**src/rtl/hc_sr04_echo_gen_if.sv**
```systemverilog
// Trigger/echo link between a ranging controller (master) and the
// HC-SR04 emulator (slave).
`timescale 1ns/1ps

interface hc_sr04_echo_gen_if #(
    parameter int DST_SZ = 9
);
    logic              I_EN;
    logic [DST_SZ-1:0] I_DST;
    logic              I_TRIG;
    logic              O_ECHO;
    logic              O_BUSY;
    logic              O_TRIG_ERR;

    // Controller side: drives trigger and configuration, receives the echo.
    modport master (
        output I_EN, I_DST, I_TRIG,
        input  O_ECHO, O_BUSY, O_TRIG_ERR
    );

    // Emulator side.
    modport slave (
        input  I_EN, I_DST, I_TRIG,
        output O_ECHO, O_BUSY, O_TRIG_ERR
    );
endinterface

```
**src/rtl/hc_sr04_echo_gen.sv**
```systemverilog
// HC-SR04 ultrasonic sensor emulator: accepts a trigger pulse and, after the
// burst delay, returns an echo pulse whose width encodes a distance in cm.
`timescale 1ns/1ps

module hc_sr04_echo_gen #(
    parameter int MAX_RANGE  = 400,
    parameter int DST_SZ     = $clog2(MAX_RANGE),
    parameter int CLK_PER_CM = 2941,
    parameter int TRIG_MIN   = 500,
    parameter int BURST_DLY  = 10000,
    parameter int TIMEOUT_CM = 646,
    parameter int HOLDOFF    = 50000
) (
    input  logic                CLK,
    input  logic                RST,
    hc_sr04_echo_gen_if.slave   bus
);

    // Echo length in cm never exceeds the larger of the range and timeout.
    localparam int CM_MAX  = (MAX_RANGE > TIMEOUT_CM) ? MAX_RANGE : TIMEOUT_CM;
    localparam int CM_W    = $clog2(CM_MAX + 1);
    localparam int PRE_W   = $clog2(CLK_PER_CM + 1);
    // One counter serves trigger width, burst delay and holdoff.
    localparam int CNT_M1  = (TRIG_MIN > BURST_DLY) ? TRIG_MIN : BURST_DLY;
    localparam int CNT_MAX = (CNT_M1 > HOLDOFF) ? CNT_M1 : HOLDOFF;
    localparam int CNT_W   = $clog2(CNT_MAX + 1);

    localparam logic [CNT_W-1:0] TRIG_MIN_C = CNT_W'(TRIG_MIN);
    localparam logic [CNT_W-1:0] BURST_LAST = CNT_W'(BURST_DLY - 1);
    localparam logic [CNT_W-1:0] HOLD_LAST  = CNT_W'(HOLDOFF - 1);
    localparam logic [PRE_W-1:0] PRE_LAST   = PRE_W'(CLK_PER_CM - 1);
    localparam logic [CM_W-1:0]  TIMEOUT_C  = CM_W'(TIMEOUT_CM);

    typedef enum logic [2:0] {
        S_IDLE    = 3'd0,
        S_TRIG_HI = 3'd1,
        S_BURST   = 3'd2,
        S_ECHO    = 3'd3,
        S_HOLDOFF = 3'd4
    } state_e;

    state_e            state_q,     state_d;
    logic [1:0]        sync_q,      sync_d;
    logic              trig_prev_q, trig_prev_d;
    logic [CNT_W-1:0]  cnt_q,       cnt_d;
    logic [PRE_W-1:0]  pre_q,       pre_d;
    logic [CM_W-1:0]   cm_q,        cm_d;
    logic [DST_SZ-1:0] dst_q,       dst_d;
    logic              echo_q,      echo_d;
    logic              trig_err_q,  trig_err_d;

    logic              trig_s;
    logic [CM_W-1:0]   echo_w;
    logic [CM_W-1:0]   echo_last;

    assign trig_s = sync_q[1];

    // Echo width in cm: the latched distance when in range, otherwise the
    // no-object timeout.
    always_comb begin
        echo_w = TIMEOUT_C;
        if (dst_q != '0 && int'(dst_q) <= MAX_RANGE) begin
            echo_w = CM_W'(dst_q);
        end
        echo_last = echo_w - 1'b1;
    end

    // Next-state logic for the trigger/burst/echo/holdoff sequence.
    always_comb begin
        // NOTE: every signal gets a default before the case so no path can
        // leave it unassigned and infer a latch.
        state_d     = state_q;
        sync_d      = {sync_q[0], bus.I_TRIG};
        trig_prev_d = trig_s;
        cnt_d       = cnt_q;
        pre_d       = pre_q;
        cm_d        = cm_q;
        dst_d       = dst_q;
        echo_d      = echo_q;
        trig_err_d  = 1'b0;

        case (state_q)
            S_IDLE: begin
                echo_d = 1'b0;
                cnt_d  = '0;
                // Rising-edge qualified so a trigger held across holdoff
                // is not taken as a new one.
                if (bus.I_EN && trig_s && !trig_prev_q) begin
                    state_d = S_TRIG_HI;
                    cnt_d   = CNT_W'(1);
                end
            end

            S_TRIG_HI: begin
                if (trig_s) begin
                    if (cnt_q < TRIG_MIN_C) begin
                        cnt_d = cnt_q + 1'b1;
                    end
                end else if (cnt_q >= TRIG_MIN_C) begin
                    dst_d   = bus.I_DST;
                    cnt_d   = '0;
                    state_d = S_BURST;
                end else begin
                    trig_err_d = 1'b1;
                    cnt_d      = '0;
                    state_d    = S_IDLE;
                end
            end

            S_BURST: begin
                if (cnt_q == BURST_LAST) begin
                    cnt_d   = '0;
                    pre_d   = '0;
                    cm_d    = '0;
                    echo_d  = 1'b1;
                    state_d = S_ECHO;
                end else begin
                    cnt_d = cnt_q + 1'b1;
                end
            end

            S_ECHO: begin
                if (pre_q == PRE_LAST) begin
                    pre_d = '0;
                    if (cm_q == echo_last) begin
                        echo_d  = 1'b0;
                        cnt_d   = '0;
                        state_d = S_HOLDOFF;
                    end else begin
                        cm_d = cm_q + 1'b1;
                    end
                end else begin
                    pre_d = pre_q + 1'b1;
                end
            end

            S_HOLDOFF: begin
                if (cnt_q == HOLD_LAST) begin
                    cnt_d   = '0;
                    state_d = S_IDLE;
                end else begin
                    cnt_d = cnt_q + 1'b1;
                end
            end

            default: begin
                state_d = S_IDLE;
                cnt_d   = '0;
                pre_d   = '0;
                cm_d    = '0;
                echo_d  = 1'b0;
            end
        endcase
    end

    // State, synchroniser and counter registers with asynchronous reset.
    always_ff @(posedge CLK or posedge RST) begin
        // NOTE: non-blocking assignments so every flop samples the values
        // from before this edge, independent of statement order.
        if (RST) begin
            state_q     <= S_IDLE;
            sync_q      <= '0;
            trig_prev_q <= 1'b0;
            cnt_q       <= '0;
            pre_q       <= '0;
            cm_q        <= '0;
            dst_q       <= '0;
            echo_q      <= 1'b0;
            trig_err_q  <= 1'b0;
        end else begin
            state_q     <= state_d;
            sync_q      <= sync_d;
            trig_prev_q <= trig_prev_d;
            cnt_q       <= cnt_d;
            pre_q       <= pre_d;
            cm_q        <= cm_d;
            dst_q       <= dst_d;
            echo_q      <= echo_d;
            trig_err_q  <= trig_err_d;
        end
    end

    assign bus.O_ECHO     = echo_q;
    assign bus.O_TRIG_ERR = trig_err_q;
    assign bus.O_BUSY     = (state_q != S_IDLE);

endmodule
```
**src/flat_wrapper.sv**
```systemverilog
// flat-port wrapper written by rule: the top's interface ports become plain ports
module hc_sr04_echo_gen_flat 
#(
    parameter int MAX_RANGE  = 400,
    parameter int DST_SZ     = $clog2(MAX_RANGE),
    parameter int CLK_PER_CM = 2941,
    parameter int TRIG_MIN   = 500,
    parameter int BURST_DLY  = 10000,
    parameter int TIMEOUT_CM = 646,
    parameter int HOLDOFF    = 50000
)
  (CLK, RST, bus_I_EN, bus_I_DST, bus_I_TRIG, bus_O_ECHO, bus_O_BUSY, bus_O_TRIG_ERR);
  hc_sr04_echo_gen_if #(.DST_SZ(DST_SZ)) bus_i ();
  input  logic CLK;
  input  logic RST;
  input wire logic [$bits(bus_i.I_EN)-1:0] bus_I_EN;
  input wire logic [$bits(bus_i.I_DST)-1:0] bus_I_DST;
  input wire logic [$bits(bus_i.I_TRIG)-1:0] bus_I_TRIG;
  output wire logic [$bits(bus_i.O_ECHO)-1:0] bus_O_ECHO;
  output wire logic [$bits(bus_i.O_BUSY)-1:0] bus_O_BUSY;
  output wire logic [$bits(bus_i.O_TRIG_ERR)-1:0] bus_O_TRIG_ERR;
  assign bus_i.I_EN = bus_I_EN;
  assign bus_i.I_DST = bus_I_DST;
  assign bus_i.I_TRIG = bus_I_TRIG;
  assign bus_O_ECHO = bus_i.O_ECHO;
  assign bus_O_BUSY = bus_i.O_BUSY;
  assign bus_O_TRIG_ERR = bus_i.O_TRIG_ERR;
  hc_sr04_echo_gen #(.MAX_RANGE(MAX_RANGE), .DST_SZ(DST_SZ), .CLK_PER_CM(CLK_PER_CM), .TRIG_MIN(TRIG_MIN), .BURST_DLY(BURST_DLY), .TIMEOUT_CM(TIMEOUT_CM), .HOLDOFF(HOLDOFF)) u_core (.CLK(CLK), .RST(RST), .bus(bus_i));
endmodule
```
**config.mk**
```make
export PLATFORM = sky130hd
export DESIGN_NAME = hc_sr04_echo_gen_flat
export DESIGN_NICKNAME = d
export VERILOG_FILES = /design/src/rtl/hc_sr04_echo_gen_if.sv /design/src/rtl/hc_sr04_echo_gen.sv /design/src/flat_wrapper.sv
export SDC_FILE = /design/constraint.sdc
export NUM_CORES = 1
export LEC_CHECK = 0
export ABC_AREA = 1
export BUFFER_PORTS_ARGS = -buffer_cell sky130_fd_sc_hd__buf_2
export CORE_UTILIZATION = 32
export CTS_CLUSTER_DIAMETER = 80
export DETAILED_ROUTE_END_ITERATION = 8
export PLACE_DENSITY_LB_ADDON = 0.15
export SLEW_MARGIN = 20
export SYNTH_ARGS = -nofsm -noshare
export SYNTH_HDL_FRONTEND = slang
export SYNTH_SLANG_ARGS = --single-unit
```
**constraint.sdc**
```tcl
create_clock -name CLK -period 3.3 [get_ports CLK]
set_clock_uncertainty 0.15 [all_clocks]
set_input_delay 0.66 -clock CLK [delete_from_list [all_inputs] [get_ports CLK]]
set_output_delay 0.66 -clock CLK [all_outputs]
set_load 0.01 [all_outputs]
```
==> metrics.txt <==
final hold slack ~200 ps; Max VDD drop about 0.00025 V; row count 39; number of nets in the final layout between 500 and 600; slowest stage delay, CP roughly 440 ps; routed wire length around 9000 microns; post-DR wirelength/cell around 14 microns; min cycle time layout just under 3000 ps; sequential area share after synthesis around 36%; mux contribution to synthesized area less than 1%; worst r2r dst u_core.cnt_q[7]; final weighted congestion of routability-driven global placement around 0.88; I/O pin cnt 16; setup TNS 0 ps; met1 Track Usage GR about a quarter; Critical Path AT about 3000 ps; number of cells on the critical path 20; pre-CTS setup slack 267 ps; async set-or-reset flop fraction in the synthesized netlist between 90% and 100%; number of buffers on the longest clock path 2; critical-path maximum fanout 26; cell area power density ~340 nW/um^2; Critical Path, Cell by Cell inv_1 > nand2_1 > nor2_1 > nand2_1 > nand2_2 > buf_4 > nand3_2 > ha_1 > nand3_1 > nand4_1 > nand2_1 > nand2_1 > nand2_1 > nand3_1 > nor2_2 > nand3_4 > nand2_4 > nand2_8 > nand2_1 > o21ai_2; Worst path most repeated cell sky130_fd_sc_hd__nand2_1; CTS H-tree lvls 2; count of vias placed by the detailed router about 3300; antenna viol nets, final 0; met3 GRT Util 3.84%; biggest area consumer among synthesized cells sky130_fd_sc_hd__dfrtp_1; count of flip-flops with a built-in enable after synthesis 0; library cell with the highest instance count after synthesis sky130_fd_sc_hd__nand2_1; xor/xnor share of the synthesized area 4.18%; number of different library cells in the post-synthesis netlist 38; antenna diode instance count 0; cell types with the largest area share after synthesis sky130_fd_sc_hd__dfrtp_1, sky130_fd_sc_hd__nand2_1, sky130_fd_sc_hd__inv_1; drt first pass iters 4; Worst Tran Pin Value 658 ps; share of layout cells above drive strength 1 17.4%; MaxCap Viol Count 0; number of register bits inferred by synthesis 55; Setup crit end kind register; Final Hold Vio Count 0; most used routing layer in global routing met2; fraction of the mapped netlist area in simple logic gates 36.5%; min setup slack post-route between 300 and 400 ps; relative contribution of sequential cells to total power about half; adder-cell share of the synthesized area 1.99%; Slew Viols, Final 0; DRC viols 0; area fraction of the dominant cell type after synthesis 36.5%; top cell types by occurrence after synthesis sky130_fd_sc_hd__nand2_1, sky130_fd_sc_hd__inv_1, sky130_fd_sc_hd__dfrtp_1, sky130_fd_sc_hd__nor2_1, sky130_fd_sc_hd__nand3_1; reg-to-reg setup timing slack 350 ps; Max Clk Rate approximately 340 MHz; Initial Utilization approximately a third; number of global-route vias before repair 3223; Starting DRT DRC Count 187; RSZ-0062 raised after global routing no; area growth from synthesis to layout 11.5%; pin count of the biggest net entering global routing 28; Critical path buffers and inverters 2; internal power summed over all cells between 1000 and 1500 uW; worst hold-check path type reg -> reg; clock tree from TritonCTS yes; count of input and output buffers 15; clock power share 45.4%; last element of the critical path u_core.cnt_q[7]; reg2reg path depth 20; Most used DFF post-synth sky130_fd_sc_hd__dfrtp_1; clock buffer count from CTS 5; Final Instance Count excl. Fillers about 680; start-to-end type of the worst setup path reg -> reg; Overflow after GRT 0; global routing usage on met2 24.1%; total net switching power approximately 330 uW; gate family responsible for the most delay along the worst path simple AND/OR/NAND/NOR gates; Syn Area/Cell about 7.3 sq um; cell at the slowest stage of the critical path sky130_fd_sc_hd__dfrtp_1; CP startpoint kind register; Detailed Place HPWL between 6000 and 7000 microns; Post CTS Setup Buffer Count 0; die extent in x ~110 microns; Crit Reg-Reg Startpoint u_core.dst_q[5]; insertion delay to the later sink of the worst-skew pair around 310 ps; die boundary height 111 microns; synthesis warning total 0; synthesized-area fraction occupied by ao, oa, aoi and oai cells between 10% and 20%; syn nets 536; Sink Count 55; initial antenna violation count 0; clock transition time at the flip-flop clock pins of the worst setup and hold paths roughly 70 ps; relative slew slack a little under three fifths; DR vias/cell between 4 and 5; launch point of the worst path u_core.dst_q[5]; relative contribution of combinational cells to total power under 10%; placed cells around 670; largest family of logic cells by synthesized area simple AND/OR/NAND/NOR gates; global-route wire length before repair between 15000 and 20000 microns; total global routing track utilization ~16%; post-layout total power between 1000 and 1500 uW; Clock Tree Root sky130_fd_sc_hd__clkbuf_16; final setup violation count 0; status finished clean; switching part of the total power roughly a quarter; Core Box Area roughly 11000 sq um; Final period util 89.3%; Syn Std Cell Area 3770 sq um; Gate Count Post-Synth just over 500; Req. time, crit path 3350 ps; reported leakage power approximately 0.0019 uW; Die Footprint 12200 sq um
==> kinds of logic after synthesis <==
family | after synthesis
XOR/XNOR | 18
adder cells (fa/ha/maj) | 6
buffers and inverters | 82
AO/OA/AOI/OAI | 65
flip-flops | 55
AND/OR/NAND/NOR | 290
multiplexers | 1
==> registers in the layout (all words and copies together) (netlist names), 2 cells and up <==
| name | count |
|---|---|
| u_core.sync_q | 2 |
| u_core.pre_q | 12 |
| u_core.dst_q | 9 |
| u_core.cnt_q | 16 |
| u_core.state_q | 3 |
| u_core.cm_q | 10 |
==> how the worst min path moves through the flow <==
stage | start | to | slack [ps] | cells after the start
floorplan | u_core.sync_q[0] | u_core.sync_q[1] | 180 | 0
global placement | u_core.sync_q[0] | u_core.sync_q[1] | 190 | 0
detailed placement | u_core.sync_q[0] | u_core.sync_q[1] | 190 | 0
CTS | u_core.sync_q[0] | u_core.sync_q[1] | 200 | 0
global route | u_core.sync_q[0] | u_core.sync_q[1] | 220 | 0
finish | u_core.sync_q[0] | u_core.sync_q[1] | 200 | 0
==> routing by layer <==
layer	routed length (microns)	vias up	share of wire (%)
met2	3890	47	42
li1	-	1740	-
met5	0	-	0
met1	4940	1549	53
met4	123	0	1.3
met3	307	7	3.3
==> area by class of cell <==
class                      count  area [sq um]
clock buffer                   6           139
clock inverter                 2          35.0
fill                        1187          7260
inverter                      74           278
multi-input combinational    380          2070
sequential                    55          1380
tap                          143           179
timing repair buffer          22           128
==> what timing repair did <==
action	in CTS	in global routing
endpoints found under the setup margin	0	22
resized for setup	0	3
endpoints found under the hold margin	0	0
hold buffers	0	0
==> through the flow <==
| step | util (%) | cell area [sq um] |
|---|---|---|
| floorplan | - | 3770 |
| global placement | 35.0 | 4020 |
| detailed placement | 35.0 | 4020 |
| CTS | 36.6 | 4190 |
| global route | 36.7 | 4210 |
| finish | 36.7 | 4210 |
==> power by group through the flow <==
| stage | logic (uW) | registers [uW] | clock network (uW) |
|---|---|---|---|
| floorplan | 61.8 | 699 | 0 |
| global placement | 87.7 | 702 | 0 |
| detailed placement | 88.1 | 702 | 0 |
| CTS | 88.2 | 688 | 673 |
| global route | 100 | 690 | 696 |
| finish | 86.5 | 689 | 645 |
==> cell usage in the layout, fill, tap and decap left out, types with 5 or more instances in the layout <==
| master | count |
|---|---|
| sky130_fd_sc_hd__clkbuf_16 | 5 |
| sky130_fd_sc_hd__inv_2 | 11 |
| sky130_fd_sc_hd__nor3_1 | 26 |
| sky130_fd_sc_hd__nand3_2 | 5 |
| sky130_fd_sc_hd__ha_1 | 6 |
| sky130_fd_sc_hd__a21oi_1 | 20 |
| sky130_fd_sc_hd__inv_1 | 62 |
| sky130_fd_sc_hd__nor2_1 | 52 |
| sky130_fd_sc_hd__buf_2 | 15 |
| sky130_fd_sc_hd__nand3_1 | 36 |
| sky130_fd_sc_hd__o21ai_0 | 11 |
| sky130_fd_sc_hd__o21ai_2 | 20 |
| sky130_fd_sc_hd__nand2_1 | 114 |
| sky130_fd_sc_hd__buf_4 | 7 |
| sky130_fd_sc_hd__nand2_2 | 11 |
| sky130_fd_sc_hd__dfrtp_1 | 55 |
| sky130_fd_sc_hd__nor2_2 | 7 |
| sky130_fd_sc_hd__nand4_1 | 16 |
| sky130_fd_sc_hd__xor2_1 | 15 |
| sky130_fd_sc_hd__nor4_1 | 9 |
(Power assumes the default switching activity.)
